### config.mk
export PLATFORM = sky130hd
export DESIGN_NAME = ifns_decoder_14
export DESIGN_NICKNAME = d
export VERILOG_FILES = /design/src/rtl/ifns_pkg.sv /design/src/rtl/ifns_weight_sum.sv /design/src/rtl/ifns_decoder_14.sv
export SDC_FILE = /design/constraint.sdc
export NUM_CORES = 1
export LEC_CHECK = 0
export ABC_AREA = 1
export CAP_MARGIN = 5
export CORE_MARGIN = 2
export CORE_UTILIZATION = 55
export DETAILED_ROUTE_END_ITERATION = 8
export GPL_TIMING_DRIVEN = 0
export PLACE_DENSITY = 0.75
export SYNTH_ARGS = -nofsm -noshare
export SYNTH_HDL_FRONTEND = slang
export SYNTH_SLANG_ARGS = --single-unit
### constraint.sdc
create_clock -name clock -period 6.1 [get_ports clock]
set_input_delay 1.22 -clock clock [delete_from_list [all_inputs] [get_ports clock]]
set_output_delay 1.22 -clock clock [all_outputs]
set_load 0.02 [all_outputs]
### src/rtl/ifns_pkg.sv
// ---------------------------------------------------------------------------
// ifns_pkg
// Shared constants and helpers for the 14-wire IFNS crosstalk-avoidance code.
//   IFNS_CODE_W / IFNS_DATA_W : codeword and data widths
//   IFNS_MAX_DATA             : largest value that fits the decoded data
//   IFNS_W[1:14]              : Fibonacci weight of wire dk
//   ifns_ft_violation()       : forbidden-transition check between two codewords
// ---------------------------------------------------------------------------
package ifns_pkg;

  localparam int IFNS_CODE_W   = 14;
  localparam int IFNS_DATA_W   = 10;
  localparam int IFNS_MAX_DATA = 1023;

  localparam int IFNS_W [1:14] = '{1, 2, 3, 5, 8, 13, 21, 34, 55, 89, 144, 233, 377, 610};

  // Two neighbouring wires that both toggle and end up at different levels
  // must have moved in opposite directions, which is the crosstalk worst case.
  function automatic logic ifns_ft_violation(input logic [IFNS_CODE_W-1:0] prev,
                                             input logic [IFNS_CODE_W-1:0] cur);
    logic violation;
    violation = 1'b0;
    for (int k = 0; k < IFNS_CODE_W - 1; k++) begin
      if ((prev[k] ^ cur[k]) && (prev[k+1] ^ cur[k+1]) && (cur[k] != cur[k+1])) begin
        violation = 1'b1;
      end
    end
    return violation;
  endfunction

endpackage

### src/rtl/ifns_weight_sum.sv
// ---------------------------------------------------------------------------
// ifns_weight_sum
// Combinational Fibonacci-weighted adder for a group of 7 code wires.
//   OFFSET   : index of the wire just below this group (0 -> wires 1..7,
//              7 -> wires 8..14)
//   OUT_W    : width of the partial sum
//   i_wires  : the 7 wires of the group, i_wires[0] is the lowest wire
//   o_sum    : sum of the weights of the wires that are set
// ---------------------------------------------------------------------------
module ifns_weight_sum
  import ifns_pkg::*;
#(
  parameter int OFFSET = 0,
  parameter int OUT_W  = 11
) (
  input  logic [6:0]       i_wires,
  output logic [OUT_W-1:0] o_sum
);

  // Accumulate the weight of every set wire; OUT_W is sized by the caller
  // to hold the group maximum, so no carry is lost.
  always_comb begin
    o_sum = '0;
    for (int k = 0; k < 7; k++) begin
      if (i_wires[k]) begin
        o_sum = o_sum + OUT_W'(IFNS_W[OFFSET + k + 1]);
      end
    end
  end

endmodule

### src/rtl/ifns_decoder_14.sv
// ---------------------------------------------------------------------------
// ifns_decoder_14
// Receive-side decoder of the 14-wire IFNS code: two-stage pipeline that
// turns each codeword into 10-bit data and flags forbidden transitions.
//   clock     : clock, all logic on posedge
//   rst       : synchronous active-high reset
//   codein    : codeword, codein[k-1] is wire dk
//   in_valid  : codein valid
//   in_ready  : decoder accepts codein this cycle
//   dataout   : decoded data (sum mod 1024)
//   out_valid : dataout and flags valid
//   out_ready : downstream accepts this cycle
//   range_err : weighted sum exceeded 1023
//   ft_err    : forbidden transition versus previous accepted codeword
// ---------------------------------------------------------------------------
module ifns_decoder_14
  import ifns_pkg::*;
(
  input  logic                   clock,
  input  logic                   rst,
  input  logic [IFNS_CODE_W-1:0] codein,
  input  logic                   in_valid,
  output logic                   in_ready,
  output logic [IFNS_DATA_W-1:0] dataout,
  output logic                   out_valid,
  input  logic                   out_ready,
  output logic                   range_err,
  output logic                   ft_err
);

  logic [5:0]             w_lo;
  logic [10:0]            w_hi;
  logic [10:0]            w_sum;
  logic                   w_s2Load;
  logic                   w_s1Load;
  logic                   w_accept;
  logic                   w_ft;

  logic                   r_v1;
  logic [5:0]             r_lo;
  logic [10:0]            r_hi;
  logic                   r_ft1;
  logic                   r_v2;
  logic [IFNS_DATA_W-1:0] r_dataout;
  logic                   r_range;
  logic                   r_ft2;
  logic [IFNS_CODE_W-1:0] r_prev;

  ifns_weight_sum #(.OFFSET(0), .OUT_W(6)) u_lo (
    .i_wires (codein[6:0]),
    .o_sum   (w_lo)
  );

  ifns_weight_sum #(.OFFSET(7), .OUT_W(11)) u_hi (
    .i_wires (codein[13:7]),
    .o_sum   (w_hi)
  );

  // Back-pressure ripples combinationally from out_ready to in_ready; there
  // is no skid buffer, so a stage only loads when the one after it moves.
  assign w_s2Load = ~r_v2 | out_ready;
  assign w_s1Load = ~r_v1 | w_s2Load;
  assign in_ready = w_s1Load;
  assign w_accept = in_valid & in_ready;
  assign w_ft     = ifns_ft_violation(r_prev, codein);
  assign w_sum    = 11'(r_lo) + r_hi;

  // Stage 1: partial sums split into two 7-wire groups to shorten the adder.
  always_ff @(posedge clock) begin
    if (rst) begin
      r_v1   <= 1'b0;
      r_lo   <= '0;
      r_hi   <= '0;
      r_ft1  <= 1'b0;
      r_prev <= '0;
    end else begin
      if (w_s1Load) begin
        r_v1 <= w_accept;
      end
      if (w_accept) begin
        r_lo   <= w_lo;
        r_hi   <= w_hi;
        r_ft1  <= w_ft;
        r_prev <= codein;
      end
    end
  end

  // Stage 2: final sum; payload only changes when a real word arrives so the
  // outputs stay frozen during a stall.
  always_ff @(posedge clock) begin
    if (rst) begin
      r_v2      <= 1'b0;
      r_dataout <= '0;
      r_range   <= 1'b0;
      r_ft2     <= 1'b0;
    end else if (w_s2Load) begin
      r_v2 <= r_v1;
      if (r_v1) begin
        r_dataout <= w_sum[IFNS_DATA_W-1:0];
        r_range   <= (w_sum > 11'(IFNS_MAX_DATA));
        r_ft2     <= r_ft1;
      end
    end
  end

  // No output beat is presented while reset is being applied.
  assign out_valid = r_v2 & ~rst;
  assign dataout   = r_dataout;
  assign range_err = r_range;
  assign ft_err    = r_ft2;

endmodule
# Yosys cells after proc, flatten, opt, wreduce, memory -nomap -nowiden
# Cells that the tools add are included.
[classes]
n_addsub = 13
mul = 0
n_div = 0
magnitude_cmp = 1
n_eq_ne = 13
shift = 0
n_mux = 27
bitwise = 21
reduce_logical = 27
[ops]
columns = ["op", "n"]
rows = [
  ["11-bit 2-to-1 mux", 6],
  ["6-bit 2-to-1 mux", 7],
  ["1-bit logical AND", 26],
  ["11-bit by 8-bit adder with 11-bit output (second input constant)", 2],
  ["1-bit 2-to-1 mux", 14],
  ["1-bit bitwise XOR", 14],
  ["1-bit != test", 13],
  ["6-bit by 4-bit adder with 6-bit output (second input constant)", 2],
  ["11-bit by 10-bit adder with 11-bit output (second input constant)", 1],
  ["11-bit by 7-bit adder with 11-bit output (second input constant)", 1],
  ["11-bit by 9-bit adder with 11-bit output (second input constant)", 1],
  ["6-bit by 11-bit adder with 11-bit output", 1],
  ["11-bit by 10-bit > comparator with 1-bit output (second input constant)", 1],
  ["6-bit by 6-bit adder with 7-bit output (second input constant)", 1],
  ["6-bit by 2-bit adder with 6-bit output (second input constant)", 1],
  ["6-bit by 3-bit adder with 6-bit output (second input constant)", 1],
  ["6-bit by 5-bit adder with 6-bit output (second input constant)", 1],
  ["1-bit by 2-bit adder with 3-bit output (second input constant)", 1],
  ["1-bit NOT", 3],
  ["1-bit bitwise AND", 2],
  ["1-bit OR", 2],
  ["2-bit AND reduction", 1],
]
[totals]
regBits = 46
latchBits = 0
ram_bits = 0
romBits = 0
inputBits = 18
wordCells = 111
n_memories = 0

# Longest topological paths before layout
[logic_depth]
ltp_word = 16
ltp_mapped = 28
mapped_depth_nobuf = 28

# By module
# Synthesis repeated with hierarchy kept, for this count alone.
[unflattened]
hier_cells = 657
area_unflattened_um2 = 3931.3
[modules_own_cells]
columns = ["mod", "n_inst", "cells_per_inst", "area_each_um2", "seq_area_each_um2"]
rows = [
  ["ifns_decoder_14", 1, 336, 2273.4, 920.9],
  ["ifns_weight_sum (u_hi)", 1, 227, 1192.4, 0.0],
  ["ifns_weight_sum (u_lo)", 1, 94, 465.4, 0.0],
]

# Worst setup path after synthesis
# OpenSTA, ideal clock, no wires.
[synth_path]
kind = "in2reg"
startpoint = "input codein[7]"
endpoint = "register r_hi[10]"
setup_time_ns = 0.117
arrival_time_ns = 3.686
path_slack_ns = 2.297
path_stages = 26
path_cell_list = "inv_1 -> ha_1 -> inv_1 -> nand2_1 -> nand3_1 -> nand2_1 -> inv_1 -> ha_1 -> nand2_1 -> nand2_1 -> ha_1 -> nand2_1 -> inv_1 -> xor2_2 -> inv_1 -> nor2_1 -> and2_1 -> nand2_1 -> nand2_1 -> inv_2 -> nand3_1 -> nand3_1 -> nand2_1 -> a21oi_1 -> nor2_1 -> nor2_1"
[synth_between]
elab_chain_cells = 13
[synth_rtl]
columns = ["element", "line", "source"]
rows = [
  ["from (decl)", "ifns_decoder_14.sv:21", "input logic [IFNS_CODE_W-1:0] codein,"],
  ["6-bit 2-to-1 mux *", "ifns_weight_sum.sv:25", "if (i_wires[k]) begin"],
  ["6-bit by 6-bit adder with 7-bit output", "ifns_weight_sum.sv:26", "o_sum = o_sum + OUT_W'(IFNS_W[OFFSET + k + 1]);"],
  ["11-bit 2-to-1 mux *", "ifns_weight_sum.sv:25", ""],
  ["11-bit by 7-bit adder with 11-bit output", "ifns_weight_sum.sv:26", ""],
  ["11-bit 2-to-1 mux *", "ifns_weight_sum.sv:25", ""],
  ["11-bit by 8-bit adder with 11-bit output", "ifns_weight_sum.sv:26", ""],
  ["11-bit 2-to-1 mux *", "ifns_weight_sum.sv:25", ""],
  ["11-bit by 8-bit adder with 11-bit output", "ifns_weight_sum.sv:26", ""],
  ["11-bit 2-to-1 mux *", "ifns_weight_sum.sv:25", ""],
  ["11-bit by 9-bit adder with 11-bit output", "ifns_weight_sum.sv:26", ""],
  ["11-bit 2-to-1 mux *", "ifns_weight_sum.sv:25", ""],
  ["11-bit by 10-bit adder with 11-bit output", "ifns_weight_sum.sv:26", ""],
  ["11-bit 2-to-1 mux *", "ifns_weight_sum.sv:25", ""],
  ["to (signal assigned)", "ifns_decoder_14.sv:82", "r_hi <= w_hi;"],
  ["to (decl)", "ifns_decoder_14.sv:41", "logic [10:0] r_hi;"],
]
# Mark *: on every way between the ends. The rest lies on a longest branch, timed or not.
# A chain may end at the register's enable or synchronous reset.

# Worst setup path in the final report
# Same ends and word-level chain as after synthesis.

==> qor.txt <==
# H-tree levels: 2
Yosys Warn Count: 0
DR pass1 iterations: 5
Die W: 85.56 microns
Most common cell after layout, fill and taps aside: nand2_1
Final Hold Vio Count: 0
RSZ-0062 raised after global routing: false
Skew-Pair Late Insertion Delay: 300 ps
Status: finished, final reports clean
Die area: 7321 sq um
Utilization after layout: 0.6507
Combinational Power Share: 0.376
Diodes inserted: 0
Most frequent cells in the layout: nand2_1 (118), inv_1 (61), o21ai_0 (49)
Worst Path Arrival: 4880 ps
IO Port Bufs: 29
Die Y: 85.56 microns
Synthesized area: 3659 sq um
CP delay by family, top: simple AND/OR/NAND/NOR gates
Synthesized instance count: 557
TritonCTS clock tree: done
Crit-path slowest cell: clkdlybuf4s50_1
Initial antenna violation count: 0
Pwr Density: 220.6 nW/um^2
Distinct cells, synth: 47
Global Route Usage Sum: 0.2497
# fillers: 622
Crit path time final: 4676 ps
Yosys reg bits: 46
Async set-reset flop share out of synthesis: 0
Period Utilization, post-route: 0.7666
VDD IR max: 155.7 uV
Internal reg-to-reg setup slack: 4090 ps
Switching Share: 0.3666
Avg Inst Size Synth: 6.568 sq um
Normalized max-slew margin: 0.6178
Max FO, Critical Path: 5
Setup Fix Bufs, Post-CTS: 0
FF-to-FF Start: r_lo[2]
Final setup margin: 1424 ps
Clock sinks: 46
Detailed Place HPWL: 6759 microns
Share of power burned in registers: 0.376
Stages on worst setup path: 25
Startpoint Class: input pin
Sw Pwr: 336.1 uW
Initial Util: 0.5729
Hold Path Class: flip-flop to flip-flop
Max-slew violations: 0
Sequential share of the synthesized area: 0.2517
Routability cong.: 0.8712
Top FF cell, synth: dfxtp_1
CTS Hold Bufs: 0
First-pass GRT wire length: 15,170 microns
Fraction of layout cells with a size suffix above 1: 0.1077
Critical path type: input pin to flip-flop
Crit path launch: codein[7]
Max_cap viols: 0
Placed cells: 663
Non-Filler Instances: 671
Leakage: 0.001966 uW
Clock power frac: 0.249
Int Pwr: 580.7 uW
Final WL: 8628 microns
Post-route DRC: 0
Cell Rows: 29
P&R area growth vs syn: 13.58%
Num ports: 32
Setup violations, final: 0
GRT overflow: 0
CTS Buf Count: 5
Crit end category: flip-flop
Clk slew on worst S/H paths: 90 ps
CP peak stage delay: 600 ps
Worst Skew: 7.154 ps
Mapped Nets: 598
Place WS: 1169 ps
Number of global-route vias before repair: 3,524
Setup TNS Final: 0 ps
Drt first-iter violations: 191
Vias: 3,706
Largest net degree at the start of global routing: 15
CP dominant cell by count: nand2_1
Critical Path Sink: r_hi[10]
RR Endpoint: dataout[9]
Post-route ant nets: 0
Bufs on Longest Clock Path: 2
CTS Root Cell: clkbuf_8
CP bufs+invs: 5
Via-to-Cell Ratio: 5.523
Post-CTS sizing: 0
WL/cell: 12.86 microns
R2R depth: 12
Worst hold slack: 476.2 ps
Required time of the critical path: 6300 ps
Core ar.: 6386 sq um
Post-synth EDFFs: 0
Worst-Margin Slew: 573.3 ps
Final #Nets: 634
Achievable Freq: 213.8 MHz
==> state kept, by name, summed over array words and instances (netlist names) <==
| name | count |
|---|---|
| r_prev | 14 |
| r_v2 | 1 |
| ft_err | 1 |
| r_lo | 6 |
| dataout | 10 |
| r_ft1 | 1 |
| r_hi | 11 |
| r_v1 | 1 |
| range_err | 1 |
==> power by group through the flow <==
stage                     registers (uW)  logic [uW]  clock network [uW]
after floorplan                      355         250                   0
after global placement               350         330                   0
after detailed placement             351         339                   0
after CTS                            344         342                 231
after global routing                 348         391                 241
final                                344         344                 228
==> worst min path at each step <==
stage | slack (ps) | to | start | cells after the start
final | 480 | r_prev[10] | r_prev[10] | 2
after global routing | 510 | r_prev[10] | r_prev[10] | 2
after CTS | 480 | r_prev[10] | r_prev[10] | 2
after detailed placement | 470 | r_prev[10] | r_prev[10] | 2
after global placement | 450 | r_prev[10] | r_prev[10] | 2
after floorplan | 440 | r_prev[10] | r_prev[10] | 2
==> metal layers <==
metal | up-vias | part of all wire | track usage
met1 | 1715 | 0.46 | 0.3124
li1 | 1899 | - | -
met5 | - | 0 | 0
met3 | 7 | 0.039 | 0.03080
met2 | 85 | 0.49 | 0.4517
met4 | 0 | 0.0094 | 0.06782
==> cell families after synthesis <==
logic type      synth area share
simple gates              0.3218
flops                     0.2517
buf+inv                  0.09781
xor+xnor                 0.06635
compound gates            0.1816
fa+ha+maj                0.08071
==> cell type report <==
class | count | area (sq um) | area share
Clock inverter | 2 | 37.54 | 0.009033
Sequential cell | 46 | 920.9 | 0.2216
Inverter | 73 | 274.0 | 0.06594
Tap cell | 77 | 96.34 | 0.02319
Clock buffer | 6 | 72.57 | 0.01746
Buffer | 18 | 83.83 | 0.02017
Multi-Input combinational cell | 420 | 2380 | 0.5727
Timing Repair Buffer | 29 | 290.3 | 0.06986
==> stage by stage <==
stage | power, uW | area [sq um]
4_1_cts | 917.1 | 4155
5_1_grt | 979.8 | 4155
3_3_place_gp | 680.3 | 4045
2_1_floorplan | 604.5 | 3659
6_report | 916.8 | 4155
3_5_place_dp | 690.4 | 4045
==> synthesized netlist by cell type, types with 2 or more instances <==
master    count  share of area
inv_1        61          0.063
a31oi_1       5         0.0085
o31ai_1       2         0.0041
clkinv_1      2         0.0021
nand2_1     118           0.12
nand2_2      15          0.026
nand3_1      43          0.059
nor2_1       44          0.045
nor2_2        3         0.0051
o22ai_1       7          0.012
nor3_1        4         0.0055
clkbuf_1     11          0.011
o21ai_2       2         0.0048
xnor2_1      11          0.026
ha_1         22          0.075
inv_2        10          0.010
nand4_1       4         0.0068
xor2_2        2         0.0089
o221ai_1      3         0.0072
a21oi_1      41          0.056
o21ai_0      49          0.067
xor2_1       13          0.031
dfxtp_1      46           0.25
buf_4         2         0.0041
buf_2         4         0.0055
nand3_2      11          0.030
nand2_4       2         0.0062
==> worst reg2reg max path, delay by kind of cell (launching register included) <==
family,cells,cell delay (ps)
buffers and inverters,1,50
adders and majority gates,1,350
and+or+nand+nor,5,390
xor gates and xnor gates,1,210
AOI/OAI and AO/OA,4,630
DFF,1,330
Power figures use the tool's default switching activity.
